**src/rtl/single_add_v_v_seq.sv**
```systemverilog
// Serial-to-parallel sequencer that drives a vector adder over a start/done handshake.
// SINGLE_ADD_V_V_SEQ_TIMEOUT_EN adds a sticky WAIT watchdog that reports on error.
module single_add_v_v_seq #(
  parameter int unsigned WIDTH   = 10,
  parameter int unsigned TIMEOUT = 64
) (
  input  logic                  clk,
  input  logic                  rst,
  input  logic                  in_valid,
  output logic                  in_ready,
  input  logic [31:0]           in_a,
  input  logic [31:0]           in_b,
  output logic                  out_valid,
  input  logic                  out_ready,
  output logic [31:0]           out_c,
  output logic                  out_last,
  output logic                  busy,
  output logic                  error,
  output logic                  start,
  input  logic                  done,
  output logic [WIDTH*32-1:0]   vector_a,
  output logic [WIDTH*32-1:0]   vector_b,
  input  logic [WIDTH*32-1:0]   vector_c
);

  localparam int unsigned IW = (WIDTH > 1) ? $clog2(WIDTH) : 1;
  localparam logic [IW-1:0] LAST = IW'(WIDTH - 1);

  typedef enum logic [1:0] {
    S_LOAD,
    S_START,
    S_WAIT,
    S_DRAIN
  } state_t;

  state_t        state_q, state_d;
  logic [IW-1:0] idx_q, idx_d;
  logic [31:0]   va_q  [WIDTH];
  logic [31:0]   vb_q  [WIDTH];
  logic [31:0]   res_q [WIDTH];
  logic          start_q, start_d;
  logic          busy_q, busy_d;
  logic          last_q, last_d;
  logic [31:0]   out_c_q, out_c_d;
  logic          load_en, cap_en;
  logic          in_hs, out_hs;

  if (WIDTH < 2) begin : g_bad_width
    $error("WIDTH must be at least 2");
  end
  if (TIMEOUT < 1) begin : g_bad_timeout
    $error("TIMEOUT must be at least 1");
  end

  assign in_hs  = in_valid && in_ready;
  assign out_hs = out_valid && out_ready;

`ifdef SINGLE_ADD_V_V_SEQ_TIMEOUT_EN
  localparam int unsigned TW = $clog2(TIMEOUT + 1);
  logic [TW-1:0] wd_q, wd_d;
  logic          err_q, err_d;
  logic          expired;

  assign expired = (wd_q == TW'(TIMEOUT - 1));
  assign error   = err_q;

  always_ff @(posedge clk or posedge rst) begin
    if (rst) begin
      wd_q  <= '0;
      err_q <= 1'b0;
    end else begin
      wd_q  <= wd_d;
      err_q <= err_d;
    end
  end
`else
  assign error = 1'b0;
`endif

  always_ff @(posedge clk or posedge rst) begin
    if (rst) begin
      state_q <= S_LOAD;
      idx_q   <= '0;
      start_q <= 1'b0;
      busy_q  <= 1'b0;
      last_q  <= 1'b0;
      out_c_q <= '0;
    end else begin
      state_q <= state_d;
      idx_q   <= idx_d;
      start_q <= start_d;
      busy_q  <= busy_d;
      last_q  <= last_d;
      out_c_q <= out_c_d;
    end
  end

  always_comb begin
    state_d = state_q;
    idx_d   = idx_q;
    load_en = 1'b0;
    cap_en  = 1'b0;
`ifdef SINGLE_ADD_V_V_SEQ_TIMEOUT_EN
    wd_d    = wd_q;
    err_d   = err_q;
`endif
    unique case (state_q)
      S_LOAD: begin
        if (in_hs) begin
          load_en = 1'b1;
          if (idx_q == LAST) begin
            idx_d   = '0;
            state_d = S_START;
          end else begin
            idx_d = idx_q + 1'b1;
          end
        end
      end
      S_START: begin
        state_d = S_WAIT;
`ifdef SINGLE_ADD_V_V_SEQ_TIMEOUT_EN
        wd_d    = '0;
`endif
      end
      S_WAIT: begin
        // done beats a simultaneous watchdog expiry
        if (done) begin
          cap_en  = 1'b1;
          state_d = S_DRAIN;
        end
`ifdef SINGLE_ADD_V_V_SEQ_TIMEOUT_EN
        else if (expired) begin
          err_d   = 1'b1;
          idx_d   = '0;
          state_d = S_LOAD;
        end else begin
          wd_d = wd_q + 1'b1;
        end
`endif
      end
      S_DRAIN: begin
        if (out_hs) begin
          if (idx_q == LAST) begin
            idx_d   = '0;
            state_d = S_LOAD;
          end else begin
            idx_d = idx_q + 1'b1;
          end
        end
      end
      default: state_d = S_LOAD;
    endcase
  end

  always_comb begin
    in_ready  = (state_q == S_LOAD);
    out_valid = (state_q == S_DRAIN);
    start_d   = (state_d == S_START);
    busy_d    = (state_d != S_LOAD);
    last_d    = (state_d == S_DRAIN) && (idx_d == LAST);
    out_c_d   = '0;
    if (state_d == S_DRAIN) begin
      out_c_d = cap_en ? vector_c[31:0] : res_q[idx_d];
    end
  end

  always_ff @(posedge clk or posedge rst) begin
    if (rst) begin
      for (int i = 0; i < WIDTH; i++) begin
        va_q[i]  <= '0;
        vb_q[i]  <= '0;
        res_q[i] <= '0;
      end
    end else begin
      if (load_en) begin
        va_q[idx_q] <= in_a;
        vb_q[idx_q] <= in_b;
      end
      if (cap_en) begin
        for (int i = 0; i < WIDTH; i++) begin
          res_q[i] <= vector_c[i*32 +: 32];
        end
      end
    end
  end

  for (genvar g = 0; g < WIDTH; g++) begin : g_vec
    assign vector_a[g*32 +: 32] = va_q[g];
    assign vector_b[g*32 +: 32] = vb_q[g];
  end

  assign start    = start_q;
  assign busy     = busy_q;
  assign out_last = last_q;
  assign out_c    = out_c_q;

endmodule

```
**config.mk**
```make
export PLATFORM = sky130hd
export DESIGN_NAME = single_add_v_v_seq
export DESIGN_NICKNAME = d
export VERILOG_FILES = /design/src/rtl/single_add_v_v_seq.sv
export SDC_FILE = /design/constraint.sdc
export NUM_CORES = 2
export LEC_CHECK = 0
export ABC_AREA = 1
export CAP_MARGIN = 40
export CORE_AREA = 4 4 412 414
export DETAILED_ROUTE_END_ITERATION = 8
export DIE_AREA = 0 0 416 418
export SLEW_MARGIN = 20
export SYNTH_ARGS = -nofsm -noshare
export SYNTH_HDL_FRONTEND = slang
export SYNTH_SLANG_ARGS = --single-unit
```
**constraint.sdc**
```tcl
create_clock -name clk -period 56.2 [get_ports clk]
set_clock_uncertainty 0.1 [all_clocks]
set_input_delay 11.24 -clock clk [delete_from_list [all_inputs] [get_ports clk]]
set_output_delay 11.24 -clock clk [all_outputs]
set_load 0.01 [all_outputs]
```
==> out/results.ini <==
[status]
status=complete, no violations

[clock_network]
cts_buffer_depth=3
cts_root_buf=clkbuf_16
hold_buffers=0
path_clk_slew_ns=0.06
cts_tree=built
cts_buffers=110
clock_latency_ns=0.72
htree_levels=3
clkSinkCount=1001
cts_setup_buffers=0
cts-resized-gates=0

[routing]
wirelength_mm=178
post_drt_wl_per_cell_um=23.2
initialDrtViolationCount=3800
vias_per_cell=4.54
drc_errors=0
detail-route-antenna-nets=0
first_pass_iters=6
vias=34900

[power]
power_density_mw_per_mm2=48.3
ir_drop_v=0.0000331
cellLeakagePower_nw=25.7
power.internal_mw=1.73
comb_power_share_pct=35.8
swShare_pct=36.9
pwr-share-seq_pct=37.4
switching_power_mw=1.01
clkPwrFrac_pct=26.8

[sta]
finalHoldViolCount=0
min_period_over_period_pct=25.7
slew_headroom_pct=29.9
fmax_mhz=69.1
rsz0062_at_grt=false
fin_tns_setup_ns=0
fin_crit_ns=14.47
drv_slew=0
setup_violations=0
worst_slew_pin_slew_ns=1.05

[setup_path]
start_kind=primary input
r2r_end=out_c[5]$_DFF_PP0_
rr_worst_depth=15
crit_fanout=178
r2r_start=state_q[0]$_DFF_PP0_
end_kind=asynchronous set/reset pin
cp.required_ns=56.76
rrSetupSlack_ns=51.89
path_class=primary input to asynchronous set/reset pin
cp.arrival_ns=15.03

[worst_hold_path]
min_from=vector_b[196]$_DFFE_PP0P_
holdPathEnd=vector_b[196]$_DFFE_PP0P_
hold_depth=2
hp-class=flip-flop to flip-flop

[synthesis]
avgSynthCellArea_um2=9.03
ys_ff_latch=1001
synthCells=4406
synth_area_leaders=dfrtp_1, nand2_1, o21ai_0
syn_area_mm2=0.0398
yosysTopAreaCell=dfrtp_1
ys_seq_area_share_pct=63.0
synth_top_area_share_pct=63.0
synthDistinctLibCells=32
syn_nets=4798
yosysWarningCount=0

[run]
cap_violations=0

[finish]
final_nets=5760
syn2layout_area_growth_pct=42.9
fin_util_pct=34.2
drive_gt1_share_pct=6.06

[global_route]
grt_pass1_vias=34200
grt_usage_pct=19.7
grt.overflow.total=0
grt_max_degree=179
antenna_found_initial=35
grt_pass1_wl_mm=252

[placed_design]
port_buffers=1065
hpwlAfterDp_mm=130
place_congestion=0.895

[floorplanning]
dieHeight_um=418
dieArea_mm2=0.174
coreArea_mm2=0.166
rows=150
ios=1067
start_util_pct=23.9
fp.dieW_um=416

## final cells by class
cell class	instances	area, um2
Antenna cell	19	47.5
Clock buffer	171	3330
Clock inverter	34	377
Fill cell	17100	109000
Inverter	339	1290
Multi-Input combinational cell	2786	12400
Sequential cell	1001	25000
Tap cell	2204	2760
Timing Repair Buffer	1130	11600
## per-layer routing
layer  GRT usage [%]  wire length [um]
met5               0                94
met4            9.11              9080
met2            34.2             89400
met1            22.6             65000
met3            5.45             14600
## sequential cells by signal (all words and copies together) (netlist names)
signal,cells
res_q,320
vector_a,320
vector_b,320
out_c,32
idx_q,4
state_q,2
busy,1
out_last,1
start,1
## cell families after synthesis
group / Yosys count / synth area share [%]
flip-flops: 1001 / 63.0
AND/OR/NAND/NOR: 1877 / 19.2
AO/OA/AOI/OAI: 905 / 11.5
adder cells (fa/ha/maj): 3 / 0.0944
buffers and inverters: 619 / 6.27
other: 1 / 0.00943
## power groups by stage
stage / clock, mW / combinational, mW / sequential, mW
6_report: 0.736 / 0.982 / 1.03
5_1_grt: 0.782 / 1.07 / 1.05
4_1_cts: 0.752 / 0.981 / 1.03
3_5_place_dp: 0 / 0.975 / 1.04
3_3_place_gp: 0 / 0.957 / 1.03
2_1_floorplan: 0 / 0.468 / 1.07
## critical path, stage by stage
cell and delay (ns):
clkdlybuf4s50_1 0.49, inv_8 0.49, buf_4 0.62, buf_4 0.38
buf_16 0.29, buf_4 0.24, buf_16 0.28, buf_12 0.65
## worst max-delay path by stage
stage	from	cells past startpoint	end	slack [ns]
after global routing	rst	8	vector_b[98]$_DFFE_PP0P_	41.19
final	rst	8	vector_b[34]$_DFFE_PP0P_	41.73
after global placement	rst	6	vector_b[34]$_DFFE_PP0P_	40.41
after floorplan	rst	1	busy$_DFF_PP0_	16.70
after CTS	rst	7	vector_b[224]$_DFFE_PP0P_	41.40
after detailed placement	rst	7	vector_b[97]$_DFFE_PP0P_	40.60
## cell usage in the layout (no fill, tap or decap), drive strengths merged
cell / synthesis / layout
nand4: 1 / 1
a31oi: 1 / 1
nor2: 41 / 41
clkdlybuf4s50: 0 / 1065
clkinv: 1 / 25
dfrtp: 1001 / 1001
clkinvlp: 0 / 2
buf: 66 / 64
clkbuf: 214 / 172
o22ai: 1 / 1
o21ai: 899 / 899
a21oi: 2 / 2
conb: 1 / 1
nand2: 1533 / 1533
or2: 32 / 32
nor3: 2 / 2
nand3: 268 / 268
bufinv: 0 / 3
ha: 3 / 3
o21a: 1 / 1
a211oi: 1 / 1
inv: 338 / 343
diode: 0 / 19
## through the flow
stage	instances	worst slack [ns]	total power, mW	hold WS, ns	instance area (um2)
floorplan	4406	16.70	1.53	0.349	39800
global placement	7433	40.41	1.99	0.365	52400
detailed placement	7449	40.60	2.01	0.366	52800
CTS	7654	41.40	2.76	0.384	56500
global route	7671	41.19	2.90	0.399	56800
finish	7684	41.73	2.75	0.381	56800
## Yosys cell counts
| cell type | n |
|---|---|
| nand3_1 | 247 |
| a31oi_2 | 1 |
| a211oi_2 | 1 |
| o21ai_1 | 2 |
| clkinv_2 | 1 |
| inv_2 | 4 |
| nand3_2 | 21 |
| o21ai_0 | 896 |
| nand2_4 | 2 |
| nand2_1 | 1524 |
| buf_4 | 11 |
| o21ai_4 | 1 |
| o21a_1 | 1 |
| ha_1 | 3 |
| buf_1 | 9 |
| nor2_1 | 40 |
| buf_6 | 8 |
| nand2_2 | 7 |
| a21oi_1 | 1 |
| o22ai_2 | 1 |
| nor2_4 | 1 |
| inv_1 | 334 |
| dfrtp_1 | 1001 |
| nor3_4 | 1 |
| clkbuf_1 | 214 |
| buf_2 | 36 |
| buf_8 | 2 |
| nor3_1 | 1 |
| or2_2 | 32 |
| a21oi_2 | 1 |
| nand4_1 | 1 |
| conb_1 | 1 |
Note: power is estimated with default switching activity, not from simulation.
